--- config.mk ---
export PLATFORM = sky130hd
export DESIGN_NAME = aes_round_sequencer
export DESIGN_NICKNAME = d
export VERILOG_FILES = /design/src/rtl/aes_pkg.sv /design/src/rtl/aes_key_step.sv /design/src/rtl/aes_round_sequencer.sv
export SDC_FILE = /design/constraint.sdc
export NUM_CORES = 2
export LEC_CHECK = 0
export ABC_CLOCK_PERIOD_IN_PS = 5000
export BUFFER_PORTS_ARGS = -buffer_cell sky130_fd_sc_hd__clkbuf_2
export CAP_MARGIN = 20
export CELL_PAD_IN_SITES_DETAIL_PLACEMENT = 1
export CELL_PAD_IN_SITES_GLOBAL_PLACEMENT = 1
export CORE_AREA = 4 4 296 298
export CTS_CLUSTER_DIAMETER = 150
export DETAILED_ROUTE_END_ITERATION = 7
export DIE_AREA = 0 0 300 302
export PLACE_DENSITY = 0.78
export SKIP_LAST_GASP = 1
export SLEW_MARGIN = 20
export SYNTH_ARGS = -nofsm -noshare
export SYNTH_HDL_FRONTEND = slang
export SYNTH_SLANG_ARGS = --single-unit
--- constraint.sdc ---
create_clock -name clk_i -period 5 [get_ports clk_i]
set_input_delay 0.75 -clock clk_i [delete_from_list [all_inputs] [get_ports clk_i]]
set_output_delay 0.75 -clock clk_i [all_outputs]
set_load 0.01 [all_outputs]
--- src/rtl/aes_pkg.sv ---
// Shared AES definitions for the round sequencer: FSM states, datapath op codes,
// the forward S-box and the key-schedule round constants.
package aes_pkg;

    typedef enum logic [2:0] {
        st_idle  = 3'd0,
        st_init  = 3'd1,
        st_round = 3'd2,
        st_final = 3'd3,
        st_done  = 3'd4
    } state_e;

    localparam logic [1:0] mode_ark   = 2'd0;
    localparam logic [1:0] mode_round = 2'd1;
    localparam logic [1:0] mode_final = 2'd2;
    localparam logic [1:0] mode_idle  = 2'd3;

    localparam int last_round = 10;

    // Entry 0 occupies the most significant byte.
    localparam logic [2047:0] sbox_table = {
        128'h637c777bf26b6fc53001672bfed7ab76,
        128'hca82c97dfa5947f0add4a2af9ca472c0,
        128'hb7fd9326363ff7cc34a5e5f171d83115,
        128'h04c723c31896059a071280e2eb27b275,
        128'h09832c1a1b6e5aa0523bd6b329e32f84,
        128'h53d100ed20fcb15b6acbbe394a4c58cf,
        128'hd0efaafb434d338545f9027f503c9fa8,
        128'h51a3408f929d38f5bcb6da2110fff3d2,
        128'hcd0c13ec5f974417c4a77e3d645d1973,
        128'h60814fdc222a908846eeb814de5e0bdb,
        128'he0323a0a4906245cc2d3ac629195e479,
        128'he7c8376d8dd54ea96c56f4ea657aae08,
        128'hba78252e1ca6b4c6e8dd741f4bbd8b8a,
        128'h703eb5664803f60e613557b986c11d9e,
        128'he1f8981169d98e949b1e87e9ce5528df,
        128'h8ca1890dbfe6426841992d0fb054bb16
    };

    function automatic logic [7:0] sbox(input logic [7:0] b);
        int idx;
        idx = 255 - int'(b);
        return sbox_table[idx*8 +: 8];
    endfunction

    function automatic logic [7:0] rcon(input logic [3:0] r);
        case (r)
            4'd1:    return 8'h01;
            4'd2:    return 8'h02;
            4'd3:    return 8'h04;
            4'd4:    return 8'h08;
            4'd5:    return 8'h10;
            4'd6:    return 8'h20;
            4'd7:    return 8'h40;
            4'd8:    return 8'h80;
            4'd9:    return 8'h1b;
            4'd10:   return 8'h36;
            default: return 8'h00;
        endcase
    endfunction

endpackage

--- src/rtl/aes_key_step.sv ---
// One AES-128 key-expansion step: derives round key r from round key r-1 and rcon(r).
module aes_key_step
    import aes_pkg::*;
(
    input  logic [127:0] rk,
    input  logic [7:0]   rcon,
    output logic [127:0] rk_next
);

    logic [31:0] w3_rot;
    logic [31:0] w3_sub;
    logic [31:0] temp;
    logic [31:0] w0, w1, w2, w3;

    assign w3_rot = {rk[23:0], rk[31:24]};

    generate
        for (genvar gi = 0; gi < 4; gi++) begin : g_subword
            assign w3_sub[gi*8 +: 8] = sbox(w3_rot[gi*8 +: 8]);
        end
    endgenerate

    assign temp = w3_sub ^ {rcon, 24'h000000};
    assign w0   = rk[127:96] ^ temp;
    assign w1   = rk[95:64]  ^ w0;
    assign w2   = rk[63:32]  ^ w1;
    assign w3   = rk[31:0]   ^ w2;

    assign rk_next = {w0, w1, w2, w3};

endmodule

--- src/rtl/aes_round_sequencer.sv ---
// AES-128 encryption sequencer driving an external round datapath; each op is held
// round_cycles_p cycles. Define AES_SEQ_ABORT_EN to add the abort_i port.
module aes_round_sequencer
    import aes_pkg::*;
#(
    parameter int round_cycles_p = 1
) (
    input  logic         clk_i,
    input  logic         reset_i,
    input  logic         v_i,
    output logic         ready_o,
    input  logic [127:0] data_i,
    input  logic [127:0] key_i,
    output logic [127:0] dp_state_o,
    output logic [127:0] dp_key_o,
    output logic [1:0]   dp_mode_o,
    input  logic [127:0] dp_result_i,
    output logic         v_o,
    output logic [127:0] data_o,
`ifdef AES_SEQ_ABORT_EN
    input  logic         abort_i,
`endif
    input  logic         yumi_i
);

    localparam logic [1:0] hold_last = 2'(round_cycles_p - 1);

    state_e       fsm_reg, fsm_next;
    logic [127:0] blk_reg;
    logic [127:0] key_reg;
    logic [127:0] key_next;
    logic [3:0]   round_reg;
    logic [1:0]   hold_reg;
    logic         busy;
    logic         capture;
    logic         abort_req;

    assign busy    = (fsm_reg == st_init) || (fsm_reg == st_round) || (fsm_reg == st_final);
    assign capture = busy && (hold_reg == hold_last);

`ifdef AES_SEQ_ABORT_EN
    assign abort_req = abort_i && busy;
`else
    assign abort_req = 1'b0;
`endif

    // The key for round r+1 is prepared while round r is being held.
    aes_key_step u_key_step (
        .rk      (key_reg),
        .rcon    (rcon(4'(round_reg + 4'd1))),
        .rk_next (key_next)
    );

    always_ff @(posedge clk_i) begin
        if (reset_i) begin
            fsm_reg <= st_idle;
        end else begin
            fsm_reg <= fsm_next;
        end
    end

    always_ff @(posedge clk_i) begin
        if (reset_i) begin
            blk_reg   <= '0;
            key_reg   <= '0;
            round_reg <= '0;
            hold_reg  <= '0;
        end else if (fsm_reg == st_idle) begin
            if (v_i) begin
                blk_reg   <= data_i;
                key_reg   <= key_i;
                round_reg <= '0;
                hold_reg  <= '0;
            end
        end else if (busy) begin
            if (abort_req) begin
                hold_reg <= '0;
            end else if (capture) begin
                hold_reg <= '0;
                blk_reg  <= dp_result_i;
                if (fsm_reg != st_final) begin
                    key_reg   <= key_next;
                    round_reg <= round_reg + 4'd1;
                end
            end else begin
                hold_reg <= hold_reg + 2'd1;
            end
        end
    end

    always_comb begin
        fsm_next = fsm_reg;
        case (fsm_reg)
            st_idle:  if (v_i) fsm_next = st_init;
            st_init:  if (capture) fsm_next = st_round;
            st_round: if (capture && (round_reg == 4'(last_round - 1))) fsm_next = st_final;
            st_final: if (capture) fsm_next = st_done;
            st_done:  if (yumi_i) fsm_next = st_idle;
            default:  fsm_next = st_idle;
        endcase
        if (abort_req) begin
            fsm_next = st_idle;
        end
    end

    always_comb begin
        ready_o   = 1'b0;
        v_o       = 1'b0;
        dp_mode_o = mode_idle;
        case (fsm_reg)
            st_idle:  ready_o   = 1'b1;
            st_init:  dp_mode_o = mode_ark;
            st_round: dp_mode_o = mode_round;
            st_final: dp_mode_o = mode_final;
            st_done:  v_o       = 1'b1;
            default:  dp_mode_o = mode_idle;
        endcase
    end

    assign dp_state_o = blk_reg;
    assign dp_key_o   = key_reg;
    assign data_o     = blk_reg;

endmodule

Word-level counts from Yosys, hierarchy flattened
Memory sizes are Yosys's and may differ from the RTL's.
Cells that the tools add are included.
{"block": "word_totals", "regBits": 265, "mem_bits_ro": 128, "out_inout_bits": 388, "elab_cells": 72, "memories": 1}
{"block": "classes", "addsub": 6, "eq_ne": 11, "n_shift": 4, "mux": 27, "n_bitwise": 5, "reduce_logical": 13}
{"memory": "(name not given)", "depth": 16, "word_bits": 8, "rd": 1, "rd_clocked_by_memory_dff": 0, "write_ports": 0, "line": "aes_pkg.sv:47", "text": "case (r)"}
{"op": "$shiftx A2048 B32 Y8 const A", "count": 4}
{"op": "$mux W128", "count": 9}
{"op": "$xor A32 B32 Y32", "count": 5}
{"op": "$sub A8 B8 Y9 const A", "count": 4}
{"op": "$mux W4", "count": 5}
{"op": "$mux W3", "count": 5}
{"op": "$pmux W3 S5", "count": 1}
{"op": "$mux W2", "count": 4}
{"op": "$ne A2 B2 Y1 const B", "count": 4}
{"op": "$eq A3 B2 Y1 const B", "count": 2}
{"op": "$pmux W2 S3", "count": 1}
{"op": "$reduce_bool A2 Y1", "count": 3}
{"op": "$reduce_and A5 Y1", "count": 1}
{"op": "$add A4 B1 Y4 const B", "count": 1}
{"op": "$eq A4 B4 Y1 const B", "count": 1}
{"op": "$reduce_and A4 Y1", "count": 1}
{"op": "$eq A3 B1 Y1 const B", "count": 1}
{"op": "$eq A3 B3 Y1 const B", "count": 1}
{"op": "$logic_not A3 Y1", "count": 1}
{"op": "$ne A3 B2 Y1 const B", "count": 1}
{"op": "$reduce_and A3 Y1", "count": 1}
{"op": "$add A2 B1 Y2 const B", "count": 1}
{"op": "$logic_and A1 B1 Y1", "count": 2}
{"op": "$logic_not A2 Y1", "count": 1}
{"op": "4 further kinds", "count": 6}

Longest topological paths before layout
{"block": "depth", "word_depth": 11, "depth_mapped": 16, "mapped_depth_nobuf": 11}

Modules after synthesis
Synthesis repeated with hierarchy kept, for this count alone.
{"block": "hier_totals", "hier_cells": 3988, "hier_area_um2": 29124.2}
{"module": "aes_key_step", "instances": 1, "cells_each": 2323, "area_per_inst_um2": 16370.7, "seq_area_each_um2": 0.0}
{"module": "aes_round_sequencer", "instances": 1, "cells_each": 1665, "area_per_inst_um2": 12753.5, "seq_area_each_um2": 5305.1}

Worst setup path before layout
Ideal clock, no wire load.
{"block": "synth_path", "path_kind": "reg-to-reg", "start": "register key_reg[8] (netlist: dp_key_o[8])", "end": "register key_reg[21] (netlist: dp_key_o[21])", "setup_time_ns": 0.132, "arrival_ns": 3.574, "setup_slack_ns": 1.293, "stages_incl_launch_ff": 15, "path_buffers": 3, "period_less_slack_ns": 3.707, "cell_sequence": "dfxtp_1 buf_2 buf_2 clkinv_1 ha_1 buf_4 and2_1 o21ai_0 nand2_1 mux4_2 mux4_2 xor2_1 xnor2_1 mux2i_1 a31oi_1"}
{"block": "synth_via", "elab_chain_len": 11}
{"item": "from (decl)", "line": "aes_round_sequencer.sv:30", "text": "logic [127:0] key_reg;"}
{"item": "from (signal assigned)", "line": "aes_round_sequencer.sv:71", "text": "key_reg <= key_i;"}
{"item": "from (signal assigned)", "line": "aes_round_sequencer.sv:82", "text": "key_reg <= key_next;"}
{"item": "$sub A8 B8 Y9", "line": "aes_pkg.sv:42", "text": "idx = 255 - int'(b);"}
{"item": "$shiftx A2048 B32 Y8", "line": "aes_pkg.sv:43", "text": "return sbox_table[idx*8 +: 8];"}
{"item": "$xor A32 B32 Y32", "line": "aes_key_step.sv:23", "text": "assign temp = w3_sub ^ {rcon, 24'h000000};"}
{"item": "$xor A32 B32 Y32", "line": "aes_key_step.sv:24", "text": "assign w0 = rk[127:96] ^ temp;"}
{"item": "$xor A32 B32 Y32", "line": "aes_key_step.sv:25", "text": "assign w1 = rk[95:64] ^ w0;"}
{"item": "$xor A32 B32 Y32", "line": "aes_key_step.sv:26", "text": "assign w2 = rk[63:32] ^ w1;"}
{"item": "$xor A32 B32 Y32", "line": "aes_key_step.sv:27", "text": "assign w3 = rk[31:0] ^ w2;"}
{"item": "$mux W128", "line": "aes_round_sequencer.sv:81", "text": "if (fsm_reg != st_final) begin"}
{"item": "$mux W128", "line": "aes_round_sequencer.sv:78", "text": "end else if (capture) begin"}
{"item": "$mux W128", "line": "aes_round_sequencer.sv:75", "text": "end else if (busy) begin"}
{"item": "$mux W128", "line": "aes_round_sequencer.sv:68", "text": "end else if (fsm_reg == st_idle) begin"}
No other way between the ends. The select of a mux whose other input is x is not followed.
A chain may end at the register's enable or synchronous reset.

Final worst setup path
{"block": "layout_path", "start": "register key_reg[16] (netlist: dp_key_o[16])", "end": "register key_reg[30] (netlist: dp_key_o[30])"}
Same word-level chain as after synthesis.

==> results.cfg <==
[run_status]
status = complete, no violations

[grt]
grt_antenna_before_repair = 40
grt_pass1_wl_um = 272000
grt_usage = 0.403
grt_overflow = 0
grt_pass1_vias = 36200
grt_max_degree = 217

[place]
io_buffers = 775
place_congestion = 1.06
place_hpwl_um = 149000

[critical_path]
endpoint_kind = flop
crit_path_max_fanout = 12
cp_num_buf_inv = 2
cp-start-kind = flop
cpLargestDelayFamily = simple AND/OR/NAND/NOR gates
cp_data_required_time_ns = 5.48
crit_chain = inv_1 -> buf_4 -> ha_1 -> nor3b_1 -> a311oi_1 -> a211oi_1 -> a22oi_1 -> mux2i_1 -> xnor2_1 -> xor3_1 -> or4_1 -> a41oi_1
arrival_ns = 4.78
cp_slowest_stage_delay_ns = 0.86
worstSetupPathType = flop to flop
r2r_slack_ns = 0.70
slowest_stage = nor3b_1

[floorplanning]
coreArea_mm2 = 0.0849
chipHeight_um = 302
row_count = 107
initial_core_util = 0.345
die-width_um = 300
pin_count = 776
die_area_mm2 = 0.0906

[drt]
ant_nets = 0
vias = 38000
dr.pass1.iters = 7
route.detailed.drc = 0
wl_um = 194000
drt_iter0_markers = 5580
vias_per_cell = 6.58
wl_per_cell_um = 33.6

[cts]
cts_setup_buffers = 0
postCtsHoldBufs = 0
cts_buffers = 37
htree_num_levels = 2
cts_sinks = 265
cts_buffer_depth = 3
cts_tree = yes
clk_pin_slew_ns = 0.06
post_cts_resized = 0
worstSkewPairLatency_ns = 0.58
cts-root-buf = clkbuf_16

[logic_synthesis]
synth_cell_type_count = 106
syn_inst = 4173
ys_seq_area_frac = 0.181
synth_area_mm2 = 0.0293
synth_seq_cells = 265
synth_edf_count = 0
synth_top_flop_cell = dfxtp_1
synth_area_leader_cell = dfxtp_1
ys_top_cells_by_area = dfxtp_1, nand2_1, a311oi_1
synth.avg_cell_area_um2 = 7.02
syn-num-nets = 4625
async_flop_share = 0
yosysWarnings = 0
synth_top_area_share = 0.181

[timing]
skew_ns = 0.0183
slew-limit-headroom = 0.157
worst-slew-pin-transition_ns = 1.26
period_minus_slack_ns = 4.30
hold_viol = 0
timing.final.crit_share = 0.861
rsz0062_at_grt = no
setup_violations = 0
drv_slew = 0
tns_ns = 0
fmax_mhz = 232

[run]
drv_cap = 0

[hold_path]
hp-class = primary input to flop

[final_layout]
final_core_util = 0.405
layout.nets = 5019
area_growth_pct = 17.3
drive_gt1_frac = 0.252

[power_and_ir_drop]
p_per_area_mw_per_mm2 = 969
worst_ir_drop_vdd_uv = 500
leakagePower_nw = 14.1
-- power breakdown --
group	switching [mW]	internal, mW	total, mW
clock network	1.21	1.57	2.78
registers	1.89	3.07	4.96
logic	16.7	8.87	25.5
-- per-layer routing --
metal	vias up	GRT usage	part of all wire
li1	16100	-	-
met1	18700	0.508	0.38
met2	2688	0.585	0.41
met3	525	0.172	0.14
met4	10	0.211	0.063
met5	-	0	0.00034
-- Yosys cell counts (31+ instances only) --
| cell type | n |
|---|---|
| o21ai_0 | 234 |
| o211ai_1 | 59 |
| nor3_1 | 79 |
| inv_1 | 42 |
| and3_1 | 41 |
| nor2_1 | 383 |
| buf_2 | 120 |
| mux2i_1 | 49 |
| and2_1 | 35 |
| a211oi_1 | 43 |
| xnor2_1 | 96 |
| xor2_1 | 39 |
| ha_1 | 63 |
| nand2b_1 | 120 |
| dfxtp_1 | 265 |
| a22oi_1 | 34 |
| nand3_1 | 131 |
| o221ai_1 | 33 |
| a21oi_1 | 273 |
| mux4_2 | 39 |
| nand2_1 | 557 |
| buf_4 | 154 |
| o31ai_1 | 31 |
| clkbuf_1 | 270 |
| nor2b_1 | 80 |
| a31oi_1 | 97 |
| buf_1 | 34 |
| a311oi_1 | 166 |
-- final timing paths --
| kind | start | end | cells past startpoint |
|---|---|---|---|
| worst max register to register | dp_key_o[16] | dp_key_o[30] | 12 |
| worst max-delay path | dp_key_o[16] | dp_key_o[30] | 12 |
| worst min register to register | dp_key_o[124] | dp_key_o[124] | 2 |
| worst min-delay path | data_i[31] | data_o[31] | 3 |
-- cells in the final DEF, fill, tap and decap left out, drive strengths merged, types with 27 or more instances in the layout --
master / instances
o211ai: 59
a21oi: 277
nor3: 79
o221ai: 34
inv: 50
and3: 41
nor2b: 80
and2: 38
xnor2: 99
o22ai: 27
or2: 28
nand2: 559
nand2b: 120
ha: 63
diode: 31
o311ai: 29
mux2i: 50
o31ai: 31
mux4: 39
a31oi: 99
a22oi: 34
buf: 172
a211oi: 46
dfxtp: 265
xor2: 40
nor2: 383
o21ai: 237
clkbuf: 825
or4: 27
a311oi: 168
nand3: 131
-- worst reg2reg max path, delay by kind of cell (launching register included) --
kind	cells	cell delay, ns
adders and majority gates	1	0.55
DFF	1	0.31
AOI/OAI and AO/OA	4	0.87
xor gates and xnor gates	2	0.60
buffers and inverters	2	0.40
muxes	1	0.21
and+or+nand+nor	2	1.27
-- kinds of logic (layout without fill, tap and decap cells) --
kind of cell	count (synthesis)	after routing	synth area share
AO/OA/AOI/OAI	1360	1360	0.327
XOR/XNOR	143	143	0.0458
adder cells (fa/ha/maj)	66	66	0.0283
buffers and inverters	648	1071	0.111
flip-flops	265	265	0.181
multiplexers	97	97	0.0503
other	0	31	0
AND/OR/NAND/NOR	1594	1594	0.256
-- final cells by class --
class	count	area [um^2]
antenna	31	77.6
inverter	57	224
sequential	265	5340
tap	1144	1430
clock inverter	17	171
fill	10900	50500
clock buffer	51	1040
multi-input combinational	3260	20700
timing repair buffer	946	5320
-- through the flow --
step | total power, mW | cells | hold WS (ns) | setup WS (ns) | instance area (um^2)
after floorplan | 20.3 | 4173 | 0.450 | 1.29 | 29300
after global placement | 29.3 | 5672 | 0.461 | 0.907 | 33100
after global routing | 34.7 | 5751 | 0.418 | 0.594 | 34300
after detailed placement | 29.5 | 5672 | 0.478 | 0.889 | 33100
final | 33.3 | 5771 | 0.412 | 0.696 | 34400
after CTS | 32.4 | 5740 | 0.387 | 0.845 | 34300
(Power assumes the default switching activity.)
